--- config.mk ---
export PLATFORM = sky130hd
export DESIGN_NAME = rat_nway
export DESIGN_NICKNAME = d
export VERILOG_FILES = /design/src/rtl/rat_nway.sv
export SDC_FILE = /design/constraint.sdc
export NUM_CORES = 2
export LEC_CHECK = 0
export CORE_UTILIZATION = 59
export CTS_BUF_LIST = sky130_fd_sc_hd__clkbuf_4
export DETAILED_ROUTE_END_ITERATION = 6
export GPL_ROUTABILITY_DRIVEN = 1
export PLACE_DENSITY = 0.78
export RECOVER_POWER = 25
export SETUP_SLACK_MARGIN = 0.4
export SYNTH_ARGS = -nofsm -noshare
export SYNTH_HDL_FRONTEND = slang
export SYNTH_SLANG_ARGS = --single-unit
--- constraint.sdc ---
create_clock -name clk -period 6.2 [get_ports clk]
set_clock_uncertainty 0.15 [all_clocks]
set_input_delay 1.24 -clock clk [delete_from_list [all_inputs] [get_ports clk]]
set_output_delay 1.24 -clock clk [all_outputs]
set_load 0.01 [all_outputs]
--- src/rtl/rat_nway.sv ---
// N-way register alias table: renames LANES instructions per cycle against a
// map table and a circular free list, with in-group dependency forwarding.
module rat_nway #(
    parameter int unsigned LANES      = 2,
    parameter int unsigned ARCH_REGS  = 32,
    parameter int unsigned PHYS_REGS  = 64,
    parameter int unsigned FREE_PORTS = 2,
    localparam int unsigned AW = $clog2(ARCH_REGS),
    localparam int unsigned PW = $clog2(PHYS_REGS),
    localparam int unsigned CW = $clog2(PHYS_REGS + 1)
) (
    input  logic                     clk,
    input  logic                     res_n,
    input  logic [LANES-1:0]         valid_i,
    input  logic [LANES-1:0]         wr_i,
    input  logic [LANES*AW-1:0]      rs1_i,
    input  logic [LANES*AW-1:0]      rs2_i,
    input  logic [LANES*AW-1:0]      rd_i,
    input  logic [FREE_PORTS-1:0]    free_valid_i,
    input  logic [FREE_PORTS*PW-1:0] free_preg_i,
    output logic                     ready_o,
    output logic [LANES-1:0]         valid_o,
    output logic [LANES*PW-1:0]      ps1_o,
    output logic [LANES*PW-1:0]      ps2_o,
    output logic [LANES*PW-1:0]      pd_o,
    output logic [LANES*PW-1:0]      old_pd_o
);

    logic [PW-1:0] map_q  [ARCH_REGS];
    logic [PW-1:0] map_d  [ARCH_REGS];
    logic [PW-1:0] fifo_q [PHYS_REGS];
    logic [PW-1:0] head_q;
    logic [PW-1:0] tail_q;
    logic [CW-1:0] count_q;

    logic [LANES-1:0] alloc;
    logic [AW-1:0]    rs1 [LANES];
    logic [AW-1:0]    rs2 [LANES];
    logic [AW-1:0]    rd  [LANES];
    logic [PW-1:0]    ps1_c [LANES];
    logic [PW-1:0]    ps2_c [LANES];
    logic [PW-1:0]    pd_c  [LANES];
    logic [PW-1:0]    old_c [LANES];

    logic [FREE_PORTS-1:0] push_en;
    logic [PW-1:0]         push_idx [FREE_PORTS];
    int unsigned           n_alloc;
    int unsigned           n_pop;
    int unsigned           n_push;

    // Circular-buffer pointer advance; n never reaches PHYS_REGS.
    function automatic logic [PW-1:0] wrap_add(input logic [PW-1:0] base, input int unsigned n);
        int unsigned s;
        s = 32'(base) + n;
        if (s >= PHYS_REGS) s = s - PHYS_REGS;
        return PW'(s);
    endfunction

    // Allocation, source lookup with intra-group forwarding, next map, free pushes.
    always_comb begin
        n_alloc = 0;
        for (int unsigned k = 0; k < LANES; k++) begin
            rs1[k]   = rs1_i[k*AW +: AW];
            rs2[k]   = rs2_i[k*AW +: AW];
            rd[k]    = rd_i[k*AW +: AW];
            alloc[k] = valid_i[k] & wr_i[k] & (rd[k] != '0);
            pd_c[k]  = '0;
            if (alloc[k]) begin
                pd_c[k] = fifo_q[wrap_add(head_q, n_alloc)];
                n_alloc = n_alloc + 1;
            end
        end

        ready_o = (32'(count_q) >= n_alloc);
        n_pop   = ready_o ? n_alloc : 0;

        // Later lanes override earlier ones so the newest producer wins.
        for (int unsigned k = 0; k < LANES; k++) begin
            ps1_c[k] = (rs1[k] == '0) ? '0 : map_q[rs1[k]];
            ps2_c[k] = (rs2[k] == '0) ? '0 : map_q[rs2[k]];
            old_c[k] = alloc[k] ? map_q[rd[k]] : '0;
            for (int unsigned j = 0; j < k; j++) begin
                if (alloc[j] && (rd[j] == rs1[k])) ps1_c[k] = pd_c[j];
                if (alloc[j] && (rd[j] == rs2[k])) ps2_c[k] = pd_c[j];
                if (alloc[k] && alloc[j] && (rd[j] == rd[k])) old_c[k] = pd_c[j];
            end
        end

        map_d = map_q;
        if (ready_o) begin
            for (int unsigned k = 0; k < LANES; k++) begin
                if (alloc[k]) map_d[rd[k]] = pd_c[k];
            end
        end

        n_push = 0;
        for (int unsigned p = 0; p < FREE_PORTS; p++) begin
            push_en[p]  = free_valid_i[p] & (free_preg_i[p*PW +: PW] != '0);
            push_idx[p] = wrap_add(tail_q, n_push);
            if (push_en[p]) n_push = n_push + 1;
        end
    end

    // State and registered outputs.
    always_ff @(posedge clk) begin
        if (!res_n) begin
            for (int unsigned i = 0; i < ARCH_REGS; i++) map_q[i] <= PW'(i);
            for (int unsigned i = 0; i < PHYS_REGS; i++)
                fifo_q[i] <= (i < PHYS_REGS - ARCH_REGS) ? PW'(ARCH_REGS + i) : '0;
            head_q   <= '0;
            tail_q   <= PW'(PHYS_REGS - ARCH_REGS);
            count_q  <= CW'(PHYS_REGS - ARCH_REGS);
            valid_o  <= '0;
            ps1_o    <= '0;
            ps2_o    <= '0;
            pd_o     <= '0;
            old_pd_o <= '0;
        end else begin
            map_q <= map_d;
            for (int unsigned p = 0; p < FREE_PORTS; p++) begin
                if (push_en[p]) fifo_q[push_idx[p]] <= free_preg_i[p*PW +: PW];
            end
            head_q  <= wrap_add(head_q, n_pop);
            tail_q  <= wrap_add(tail_q, n_push);
            count_q <= CW'(32'(count_q) - n_pop + n_push);
            valid_o <= ready_o ? valid_i : '0;
            for (int unsigned k = 0; k < LANES; k++) begin
                ps1_o[k*PW +: PW]    <= ps1_c[k];
                ps2_o[k*PW +: PW]    <= ps2_c[k];
                pd_o[k*PW +: PW]     <= pd_c[k];
                old_pd_o[k*PW +: PW] <= old_c[k];
            end
        end
    end

endmodule
==> results_dict.tcl <==
set metrics [dict create \
    hold_viol_final 0 \
    slew_viol_final 97 \
    seqPwrFrac 0.390 \
    synthFlopType "edfxtp_1" \
    cts-buffers-inserted 173 \
    synth_area_um2 44510 \
    place.gp.congestion 1.071 \
    io_buffer_count 100 \
    yosysSeqAreaShare 0.3765 \
    nNetsFinal 4102 \
    clock-sinks 645 \
    die_x_um 276.7 \
    start_kind "input port" \
    cts_resized 0 \
    grt-ovfl-total 0 \
    ant_nets 0 \
    pwr-share-clk 0.307 \
    start_util 0.5968 \
    cts_root_buffer "clkbuf_4" \
    tritoncts "done" \
    post-route-period-util 0.9564 \
    maxCapViolCount 4 \
    wl_um 185100 \
    relSlewSlack -0.5250 \
    cts_setup_buffers 0 \
    grt_max_degree 203 \
    period_minus_slack_ns 5.930 \
    drt_iter0_markers 7848 \
    peakVddDrop_uv 183.6 \
    syn_inst 4005 \
    grt_pass1_vias 39150 \
    grt_use_total 0.4789 \
    cts_hold_buf 0 \
    postLayoutCoreUtil 0.6531 \
    clk_pin_slew_worst_paths_ns 0.06 \
    setup_viol 0 \
    vias_per_cell 8.159 \
    vias 41990 \
    internal_power_uw 8359 \
    num_rows 100 \
    crit_chain "dlygate4sd3_1, nor3_1, a21oi_1, xor2_1, ha_1, o21ai_0, nand3b_1, nand2_1, and3b_4, clkinvlp_2, buf_4, clkdlybuf4s50_1" \
    wl_met3_um 31100 \
    path_max_fanout 5 \
    clock_latency_ns 1.17 \
    switching_share 0.3679 \
    status "finished with violations" \
    met2WireLength_um 77780 \
    synth-edff-count 384 \
    io_pins 101 \
    cp-end-kind "output port" \
    dr.pass1.iters 7 \
    drc_errors 0 \
    top_layer_used "met5" \
    drive_gt1_frac 0.2332 \
    p_leak_uw 0.01609 \
    antenna_found_initial 12 \
    synth-seq-cells 645 \
    syn_area_per_cell_um2 11.11 \
    clock_path_buffers 3 \
    violations "capacitance limit, slew limit" \
    max_clock_freq_mhz 168.6 \
    crit_path_max_incr_delay_ns 0.75 \
    synth_nets 4079 \
    area_growth_pct 9.435 \
    grt_setup_unrepaired "no" \
    critical_path_class "in -> out" \
    cp_data_arrival_time_ns 4.54 \
    grt_pass1_wl_um 268000 \
    ys_types 73 \
    powerDensity_nw_per_um2 271.5 \
    hp-class "reg -> reg" \
    yosys_warnings 0 \
    met1Wirelength_um 56500 \
    worstMarginPinSlew_ns 2.287 \
    cp_data_required_time_ns 4.81 \
    dieArea_um2 76540 \
    htree_levels 4 \
    coreArea_um2 74570 \
    wire_per_inst_um 35.98 \
    cp_slowest_cell "dlygate4sd3_1" \
    combPwrFrac 0.303 \
    p_switching_uw 4865 \
    tns_ns 0 \
    dp_hpwl_um 122700 \
    async_reset_ff_frac 0 \
    die_h_um 276.7 \
]
final timing paths:
path | cells past startpoint | start | to | slack, ns
setup / recovery | 12 | rd_i[7] | ready_o | 0.27
hold / removal | 1 | map_q[191]$_SDFFE_PN0N_ | map_q[191]$_SDFFE_PN0N_ | 0.40
setup reg to reg | 13 | head_q[0]$_SDFF_PN0_ | map_q[144]$_SDFFE_PN1N_ | 1.59
hold reg to reg | 1 | map_q[191]$_SDFFE_PN0N_ | map_q[191]$_SDFFE_PN0N_ | 0.40
registers in the layout, indices dropped and copies added (netlist names):
| register | count |
|---|---|
| ps1_o | 12 |
| fifo_q | 384 |
| pd_o | 12 |
| valid_o | 2 |
| ps2_o | 12 |
| tail_q | 6 |
| count_q | 7 |
| head_q | 6 |
| map_q | 192 |
| old_pd_o | 12 |
stage by stage:
step / cells / hold slack [ns] / power [µW] / instance area [µm²] / worst slack, ns
2_1_floorplan: 4005 / 0.3546 / 7623 / 44510 / 0.4347
3_3_place_gp: 4822 / 0.3864 / 8979 / 46430 / 0.3379
3_5_place_dp: 4822 / 0.3945 / 9034 / 46430 / 0.2080
4_1_cts: 5128 / 0.4053 / 12970 / 48730 / 0.5871
5_1_grt: 5137 / 0.4276 / 13490 / 48680 / 0.2334
6_report: 5146 / 0.4048 / 13220 / 48700 / 0.2704
cells in the final DEF, fill, tap and decap left out, types with 97 or more instances in the layout:
cell type	instances
a21oi_1	250
a22o_1	214
a22oi_1	122
buf_4	138
clkbuf_4	266
dfxtp_1	257
edfxtp_1	384
mux2i_1	201
mux4_2	441
nand2_1	257
nand3_1	117
nor2_1	324
nor3_1	97
o221ai_1	140
o22ai_1	135
layout make-up:
class / instances / area (µm²)
clock inverter: 41 / 306.5
fill: 5773 / 25870
inverter: 41 / 155.1
timing repair buffer: 264 / 2230
antenna: 18 / 45.04
sequential: 645 / 16770
multi-input combinational: 2903 / 26000
clock buffer: 265 / 1989
tap: 969 / 1212
power by group through the flow:
stage	sequential (µW)	combinational (µW)	clock, µW
2_1_floorplan	5020	2610	0
3_3_place_gp	5200	3770	0
3_5_place_dp	5220	3810	0
4_1_cts	5130	3820	4020
5_1_grt	5170	4080	4240
6_report	5160	4000	4060
critical path: cells and delay by family:
kind	cells	cell delay, ns
AO/OA/AOI/OAI	2	0.62
XOR/XNOR	1	0.26
adder cells (fa/ha/maj)	1	0.27
buffers and inverters	4	1.65
AND/OR/NAND/NOR	4	0.50
metal layers:
metal	vias up	track usage
met4	6	0.3793
met3	1264	0.1821
met1	19740	0.5724
li1	16490	-
met2	4494	0.6957
met5	-	0
synthesized netlist by cell type, drive strengths merged, types with 47 or more instances:
cell type	instances	area (µm²)
o21ai	78	390.4
nand3	117	585.6
nor3	99	506.7
o221ai	140	1226
a21oi	260	1346
mux4	441	9932
o22ai	135	844.6
dfxtp	261	5225
a22oi	122	915.9
edfxtp	384	11530
nand2	257	964.7
a31oi	47	294.0
buf	96	488.0
clkbuf	320	1201
mux2i	201	2012
nor2	326	1224
a22o	214	1874
cells by family (layout without fill, tap and decap cells):
| logic type | after synthesis | after routing | share of synthesized area |
|---|---|---|---|
| AO/OA/AOI/OAI | 1181 | 1181 | 0.1895 |
| adder cells (fa/ha/maj) | 24 | 24 | 0.007422 |
| multiplexers | 671 | 671 | 0.2757 |
| flip-flops | 645 | 645 | 0.3765 |
| XOR/XNOR | 38 | 38 | 0.007647 |
| buffers and inverters | 457 | 611 | 0.04141 |
| other | 0 | 18 | 0 |
| AND/OR/NAND/NOR | 989 | 989 | 0.1018 |
Power figures use the tool's default switching activity.
